File: src/rtl/decode_stage_pipe.sv
// Pipelined Y86-64 decode stage: register-id decode, register file read with
// write-through, and a one-entry valid/ready output register. Optional macro: DECODE_FWD_EN.
module decode_stage_pipe #(
    parameter int              DW    = 64,
    parameter int              NREG  = 15,
    parameter int              RW    = 4,
    parameter logic [RW-1:0]   RNONE = {RW{1'b1}}
) (
    input  logic          clk,
    input  logic          rst_n,
    input  logic          in_valid,
    output logic          in_ready,
    input  logic [3:0]    in_icode,
    input  logic [3:0]    in_ifun,
    input  logic [RW-1:0] in_rA,
    input  logic [RW-1:0] in_rB,
    input  logic [DW-1:0] in_valC,
    input  logic [DW-1:0] in_valP,
    input  logic          wb_e_en,
    input  logic [RW-1:0] wb_e_dst,
    input  logic [DW-1:0] wb_e_val,
    input  logic          wb_m_en,
    input  logic [RW-1:0] wb_m_dst,
    input  logic [DW-1:0] wb_m_val,
`ifdef DECODE_FWD_EN
    input  logic          ex_fwd_en,
    input  logic [RW-1:0] ex_fwd_dst,
    input  logic [DW-1:0] ex_fwd_val,
`endif
    output logic          out_valid,
    input  logic          out_ready,
    output logic [3:0]    out_icode,
    output logic [3:0]    out_ifun,
    output logic [DW-1:0] out_valA,
    output logic [DW-1:0] out_valB,
    output logic [DW-1:0] out_valC,
    output logic [DW-1:0] out_valP,
    output logic [RW-1:0] out_srcA,
    output logic [RW-1:0] out_srcB,
    output logic [RW-1:0] out_dstE,
    output logic [RW-1:0] out_dstM,
    output logic          out_instr_err
);

    localparam logic [RW-1:0] RSP = RW'(4);

    // Handshake: a bundle moves when valid and ready are both high at a posedge;
    // out_* stay stable while out_valid is high and out_ready is low.
    typedef enum logic {EMPTY, FULL} state_t;
    state_t state;

    logic [DW-1:0] regs [NREG];

    logic [RW-1:0] d_srcA, d_srcB, d_dstE, d_dstM;
    logic          d_err;
    logic [DW-1:0] op_a, op_b;
    logic          capture;

    function automatic logic id_ok(input logic [RW-1:0] id);
        return int'(id) < NREG;
    endfunction

    assign out_valid = (state == FULL);
    assign in_ready  = (state == EMPTY) | out_ready;
    assign capture   = in_valid & in_ready;

    always_comb begin
        d_srcA = RNONE;
        d_srcB = RNONE;
        d_dstE = RNONE;
        d_dstM = RNONE;
        d_err  = (in_icode > 4'hB);
        case (in_icode)
            4'h2: begin d_srcA = in_rA; d_dstE = in_rB; end
            4'h3: begin d_dstE = in_rB; end
            4'h4: begin d_srcA = in_rA; d_srcB = in_rB; end
            4'h5: begin d_srcB = in_rB; d_dstM = in_rA; end
            4'h6: begin d_srcA = in_rA; d_srcB = in_rB; d_dstE = in_rB; end
            4'h8: begin d_srcB = RSP; d_dstE = RSP; end
            4'h9: begin d_srcA = RSP; d_srcB = RSP; d_dstE = RSP; end
            4'hA: begin d_srcA = in_rA; d_srcB = RSP; d_dstE = RSP; end
            4'hB: begin d_srcA = RSP; d_srcB = RSP; d_dstE = RSP; d_dstM = in_rA; end
            default: ;
        endcase
    end

    // Operand select: later assignments win, giving ex_fwd > wb_m > wb_e > array.
    always_comb begin
        op_a = '0;
        if (id_ok(d_srcA)) begin
            op_a = regs[d_srcA];
            if (wb_e_en && wb_e_dst == d_srcA) op_a = wb_e_val;
            if (wb_m_en && wb_m_dst == d_srcA) op_a = wb_m_val;
`ifdef DECODE_FWD_EN
            if (ex_fwd_en && ex_fwd_dst == d_srcA) op_a = ex_fwd_val;
`endif
        end
    end

    always_comb begin
        op_b = '0;
        if (id_ok(d_srcB)) begin
            op_b = regs[d_srcB];
            if (wb_e_en && wb_e_dst == d_srcB) op_b = wb_e_val;
            if (wb_m_en && wb_m_dst == d_srcB) op_b = wb_m_val;
`ifdef DECODE_FWD_EN
            if (ex_fwd_en && ex_fwd_dst == d_srcB) op_b = ex_fwd_val;
`endif
        end
    end

    // M is written after E so a same-cycle collision keeps the M value.
    always_ff @(posedge clk or negedge rst_n) begin
        if (!rst_n) begin
            for (int i = 0; i < NREG; i++) regs[i] <= '0;
        end else begin
            if (wb_e_en && id_ok(wb_e_dst)) regs[wb_e_dst] <= wb_e_val;
            if (wb_m_en && id_ok(wb_m_dst)) regs[wb_m_dst] <= wb_m_val;
        end
    end

    always_ff @(posedge clk or negedge rst_n) begin
        if (!rst_n) begin
            state         <= EMPTY;
            out_icode     <= '0;
            out_ifun      <= '0;
            out_valA      <= '0;
            out_valB      <= '0;
            out_valC      <= '0;
            out_valP      <= '0;
            out_srcA      <= RNONE;
            out_srcB      <= RNONE;
            out_dstE      <= RNONE;
            out_dstM      <= RNONE;
            out_instr_err <= 1'b0;
        end else if (capture) begin
            state         <= FULL;
            out_icode     <= in_icode;
            out_ifun      <= in_ifun;
            out_valA      <= op_a;
            out_valB      <= op_b;
            out_valC      <= in_valC;
            out_valP      <= in_valP;
            out_srcA      <= d_srcA;
            out_srcB      <= d_srcB;
            out_dstE      <= d_dstE;
            out_dstM      <= d_dstM;
            out_instr_err <= d_err;
        end else if (out_ready) begin
            state <= EMPTY;
        end
    end

endmodule

File: config.mk
export PLATFORM = sky130hd
export DESIGN_NAME = decode_stage_pipe
export DESIGN_NICKNAME = d
export VERILOG_FILES = /design/src/rtl/decode_stage_pipe.sv
export SDC_FILE = /design/constraint.sdc
export NUM_CORES = 2
export LEC_CHECK = 0
export CAP_MARGIN = 20
export CORE_ASPECT_RATIO = 0.5
export CORE_MARGIN = 2
export CORE_UTILIZATION = 37
export DETAILED_ROUTE_END_ITERATION = 6
export PLACE_DENSITY_LB_ADDON = 0.15
export RECOVER_POWER = 100
export SKIP_LAST_GASP = 1
export SYNTH_ARGS = -nofsm -noshare
export SYNTH_HDL_FRONTEND = slang
export SYNTH_SLANG_ARGS = --single-unit
File: constraint.sdc
create_clock -name clk -period 1.8 [get_ports clk]
set_clock_uncertainty 0.2 [all_clocks]
set_input_delay 0.36 -clock clk [delete_from_list [all_inputs] [get_ports clk]]
set_output_delay 0.36 -clock clk [all_outputs]
set_load 0.05 [all_outputs]
[Yosys cells after proc, flatten, opt, wreduce, memory -nomap -nowiden]
Cells that the tools add are included.
Operators by class
  div/mod/pow operators: 0
  eq/ne operators: 13
  $mul: 0
  multiplexer cells: 26
  $lt $le $gt $ge: 11
  $add $sub $neg: 0
  shift operators: 0
  bitwise gates (word level): 7
  reduce and logical (&&, ||, !) cells: 15
Operator list (count)
  960-bit bitwise mux: 2
  960-bit 2-to-1 mux: 2
  64-bit 2-to-1 mux: 12
  64-bit binary-select mux with 4-bit select: 2
  64-bit demux with 4-bit select: 2
  4-bit one-hot mux with 2 select lines: 3
  5-bit greater-or-equal comparator, second input constant: 4
  4-bit inverter with 5-bit output: 4
  4-bit equality test: 4
  4-bit equality test, second input constant: 4
  4-bit less-than comparator, second input constant: 4
  4-bit by 3-bit equality test with 1-bit output, second input constant: 3
  5-bit by 1-bit less-than comparator with 1-bit output, second input constant: 2
  4-bit by 2-bit equality test with 1-bit output, second input constant: 2
  1-bit logical AND: 8
  4-bit OR reduction: 2
  3-bit OR reduction: 2
  4-bit > comparator, second input constant: 1
  4-bit 2-to-1 mux: 1
  2-bit OR reduction: 2
  1-bit 2-to-1 mux: 2
  2-bit nonzero test: 1
  1-bit bitwise AND: 1
  1-bit inverter: 1
  1-bit OR: 1
Word-level totals
  latch bits: 0
  input port bits: 286
  memories: 0
  bits in read-only memories: 0
  memory bits (writable): 0
  flip-flop bits (word level): 1242

[Logic depth before layout (Yosys ltp)]
  depth after elaboration: 10
  gate-level depth with buffers: 11
  mapped depth without buffers: 7

[Worst setup path before layout]
OpenSTA, ideal clock, no wires.
  path type: input to register
  start point: input port in_icode[3]
  end point: register out_valB[10]
  buffers on the path: 3
  setup slack: -0.946 ns
  stages on the path: 10
  arrival: 2.421 ns
  path through: nand2b_1 buf_2 nor3_1 o22ai_1 nor4_4 a21bo_2 buf_2 buf_2 o221ai_1 o21ai_1
Between the ends
  word-level cells in the longest chain between the ends: 10
RTL lines
  start: declaration: line 13  | input logic [3:0] in_icode,
  4-bit equality test or 4-bit by 3-bit equality test with 1-bit output (tied branches): line 73  | case (in_icode)
  4-bit OR reduction (no line) or 3-bit OR reduction (tied branches)
  4-bit one-hot mux with 2 select lines (*): line 73
  4-bit inverter with 5-bit output (implied by the code): line 103  | op_b = regs[d_srcB];
  64-bit binary-select mux with 4-bit select: line 103
  64-bit 2-to-1 mux (implied by the code) (2 in a row): line 103
  64-bit 2-to-1 mux: line 104  | if (wb_e_en && wb_e_dst == d_srcB) op_b = wb_e_val;
  64-bit 2-to-1 mux: line 105  | if (wb_m_en && wb_m_dst == d_srcB) op_b = wb_m_val;
  64-bit 2-to-1 mux (*): line 102  | if (id_ok(d_srcB)) begin
  end signal: assignment: line 141  | out_valB <= op_b;
  end: declaration: line 35  | output logic [DW-1:0] out_valB,
Every way passes the cells marked *; elsewhere a longest branch is shown, timed or not. The select of a mux whose other input is x is not followed.
A chain may end at the register's enable or synchronous reset.

[Worst setup path after layout]
  start point: input port in_icode[2]
  end point: register out_valA[23]
Between the ends
  word-level cells in the longest chain between the ends: 10
RTL lines
  4-bit equality test, or another cell as far along: line 73
  4-bit OR reduction (no line) or 2-bit OR reduction (tied branches)
  4-bit one-hot mux with 2 select lines (*): line 73
  4-bit inverter with 5-bit output (implied by the code): line 91  | op_a = regs[d_srcA];
  64-bit binary-select mux with 4-bit select: line 91
  64-bit 2-to-1 mux (implied by the code) (2 in a row): line 91
  64-bit 2-to-1 mux: line 92  | if (wb_e_en && wb_e_dst == d_srcA) op_a = wb_e_val;
  64-bit 2-to-1 mux: line 93  | if (wb_m_en && wb_m_dst == d_srcA) op_a = wb_m_val;
  64-bit 2-to-1 mux (*): line 90  | if (id_ok(d_srcA)) begin
  end signal: assignment: line 140  | out_valA <= op_a;
  end: declaration: line 34  | output logic [DW-1:0] out_valA,
Marks and branches as above.

==> results by group <==
Synthesis
  • Area share of the largest cell type after synthesis: 41.9%
  • Synth Register Bits: 1,242
  • YS warnings: 0
  • Number of synthesized flops with an enable pin: 0
  • Syn Nets: 8,983
  • Synth async-reset ratio: 100%
  • Prevailing post-synth register cell: dfrtp_1
  • Top area cells in the synthesized netlist: dfrtp_1 42%, mux2i_1 16%, nand2_1 9.4%
  • Post-synth top cells: 1,836 x nand2_1, 1,226 x dfrtp_1, 1,150 x mux2i_1
  • Yosys cell types: 70
  • Mapped cell area: 73,200 µm²
  • Synth Instances: 8,697
  • Register area share after synthesis: 42.5%
  • Synth Area per Inst: 8.41 µm²
  • Most numerous cell in the Yosys netlist: nand2_1
  • Yosys top cell by area: dfrtp_1

Power
  • PwrDens: 935 nW/µm²
  • Reg power frac: 38.8%
  • Leak: between 40 and 50 nW
  • P_int: ~68 mW
  • Comb pwr share: roughly 32%
  • Sw Share: 34.9%
  • Psw: ~36 mW
  • Worst vdd ir: ~0.73 mV
  • Clk pwr share: 29.1%

Timing
  • Pins Over Slew Limit: 0
  • Setup WS post-layout: -0.533 ns
  • Fmax: 429 MHz
  • Crit share post-route: 130%
  • Final hold violation count: 0
  • # setup viols final: 2,312
  • Rel. slew slack: 22.5%
  • Worst slew pin tran: between 1 and 1.5 ns
  • Fin crit period: 2.33 ns
  • RSZ-0062 raised after global routing: true

Place
  • Placed inst area: between 90,000 and 100,000 µm²
  • Post-DP HPWL: around 250,000 µm
  • PortBufs: about 570
  • RePlAce Congestion: ~0.96

Critical path
  • CP endpoint kind: flop
  • RR Endpoint: out_valA[20]$_DFFE_PN0P_
  • Worst Reg2Reg Path Length in Cells: 7
  • Most used cell, CP: buf_12
  • Worst EP arrival: 2.86 ns
  • Worst-path maximum fanout: 7
  • CP startpoint kind: input pin
  • Reg-to-Reg Start: out_valid$_DFFE_PN0P_
  • Register-to-register setup slack: -0.29 ns
  • Critical path, cell by cell: buf_12, and2_4, or4_4, buf_6, xor2_4, a2111oi_4, and3_4, buf_12, buf_12, buf_16, a221oi_1, a22oi_1
  • Worst Path Required: 2.33 ns
  • Crit-path slowest cell: or4_4
  • Slowest Stage Delay on Critical Path: 0.51 ns
  • Critical Setup Path Class: input pin to flop

Global routing
  • Global-route wire length before repair: 556,000 µm
  • Largest net degree at the start of global routing: 73
  • GR Overflow Total: 0
  • Vias in the first global route: 75,696
  • Antenna violations before repair: 17
  • All-Layer GR Usage: 37.6%

CTS
  • CTS sink cnt: 1,242
  • Worst-skew pair later-pin latency: 0.83 ns
  • H-tree depth: 4
  • CTS tree: yes
  • CTS buffer count: 138
  • Clock root buffer: clkbuf_16
  • Clock buffer depth: 4
  • Clock transition at path regs: approximately 0.06 ns

Die
  • Die area: 201,000 µm²
  • Die Y: 318 µm
  • I/O pin total: approximately 570
  • Row Count: 115
  • Chip width: between 600 and 700 µm
  • Starting density of the core: 37.2%
  • Core ar.: 197,000 µm²

Outcome
  • Status: complete, but fails checks
  • Failing checks: design-rule violations, negative setup slack

Route
  • Vias post-DR: 80,784
  • DR DRC count: 9
  • Drt pass-1 iters: 7
  • Routed WL: 402,000 µm
  • Detail Route Antenna Nets: 0
  • Vias per inst: 6.22
  • WL per Instance: 30.9 µm
  • Initial DRC count: ~12,000

Hold path
  • Worst Hold Path Cells: 5
  • Hold WC Path Type: input pin to flop
  • Hold EP: out_srcA[3]$_DFFE_PN1P_
  • Hold Startpoint: in_icode[3]

Layout
  • Syn-to-layout area delta: 52.5%
  • Fillcell total: approximately 17,000
  • Finished Cell Area: 112,000 µm²
  • Fin util: 56.8%
  • Fin nets: 10,552
  • Fraction of layout cells with a size suffix above 1: 26.3%

Run
  • Total of max-cap violations: 0
[power groups by stage]
stage	clock, mW	sequential, mW	combinational (mW)
2_1_floorplan	0	41.3	12.9
3_3_place_gp	0	40.3	29.4
3_5_place_dp	0	40.4	29.9
4_1_cts	30.5	40.0	31.4
5_1_grt	31.7	41.0	35.5
6_report	30.4	40.4	33.5
[routing by layer]
metal | global-route usage [%] | vias up | routed length (µm)
li1 | - | 34110 | -
met1 | 51.0 | 39596 | 160000
met2 | 53.8 | 5795 | 166000
met3 | 11.7 | 1277 | 52600
met4 | 19.0 | 6 | 23700
met5 | 0 | - | 62
[flip-flops by register name, indices dropped and copies added (netlist names)]
| register | cells |
|---|---|
| out_icode | 4 |
| out_valC | 64 |
| out_dstM | 4 |
| out_ifun | 4 |
| out_valid | 1 |
| out_dstE | 4 |
| out_instr_err | 1 |
| out_valB | 64 |
| out_srcB | 4 |
| out_valA | 64 |
| out_valP | 64 |
| regs | 960 |
| out_srcA | 4 |
[stage by stage]
stage          setup TNS (ns)  hold WS (ns)  cells  power, mW  setup WS (ns)
6_report              -392.89        0.0401  12998        104         -0.533
4_1_cts               -185.23       0.00439  12812        102         -0.457
3_3_place_gp         -1216.72        0.0637  12277       69.6          -1.95
3_5_place_dp         -1233.27        0.0604  12277       70.3          -1.92
2_1_floorplan         -131.51        -0.136   8697       54.2         -0.880
5_1_grt               -464.81        0.0276  12993        108         -0.575
[cells by family (layout without fill, tap and decap cells)]
| family | Yosys count | after routing | share of synthesized area [%] |
|---|---|---|---|
| XOR/XNOR | 3 | 3 | 0.0359 |
| AND/OR/NAND/NOR | 2917 | 2918 | 16.1 |
| flip-flops | 1242 | 1242 | 42.5 |
| multiplexers | 1154 | 1154 | 15.8 |
| buffers and inverters | 1029 | 2688 | 5.52 |
| AO/OA/AOI/OAI | 2352 | 2352 | 20.0 |
| other | 0 | 9 | 0 |
[worst max-delay path by stage]
stage / from / end / slack (ns) / cells past startpoint
2_1_floorplan: in_icode[3] / out_valA[12]$_DFFE_PN0P_ / -0.88 / 11
3_3_place_gp: in_icode[0] / out_valB[30]$_DFFE_PN0P_ / -1.95 / 11
3_5_place_dp: in_icode[0] / out_valA[50]$_DFFE_PN0P_ / -1.92 / 12
4_1_cts: in_icode[1] / out_valB[8]$_DFFE_PN0P_ / -0.46 / 14
5_1_grt: in_icode[2] / out_valA[21]$_DFFE_PN0P_ / -0.57 / 12
6_report: in_icode[2] / out_valA[23]$_DFFE_PN0P_ / -0.53 / 12
[cell usage in the layout, fill, tap and decap left out, types with 82 or more instances in the layout]
master	n
nand2_1	1786
dfrtp_1	1222
mux2i_1	1138
buf_4	1016
buf_12	779
a21oi_1	769
nor2_1	722
o21ai_0	459
a221oi_1	268
clkdlybuf4s50_1	265
a31oi_1	204
clkbuf_16	162
dlygate4sd3_1	144
buf_6	104
o21ai_1	82
[critical path, delay by kind of cell]
| kind | cells | cell delay, ns |
|---|---|---|
| AO/OA/AOI/OAI | 3 | 0.62 |
| buffers and inverters | 5 | 0.75 |
| XOR/XNOR | 1 | 0.15 |
| AND/OR/NAND/NOR | 3 | 0.93 |
[area by class of cell]
class	instances	area (µm²)	area share [%]
Antenna cell	9	22.5	0.0202
Sequential cell	1242	31100	27.9
Timing Repair Buffer	2447	31300	28.0
Clock buffer	200	4050	3.63
Multi-Input combinational cell	6427	41300	37.0
Clock inverter	31	498	0.446
Inverter	10	37.5	0.0336
Tap cell	2632	3290	2.95
[what timing repair did]
action                     4_1_cts  5_1_grt
hold buffers                   143        1
resized for setup              303      513
buffers inserted               124      175
setup endpoints to repair     1443     1465
gates cloned                    42       21
hold endpoints to repair      1384        1
pin swaps                      110      240
No activity file was read; power rests on OpenSTA's default activity.
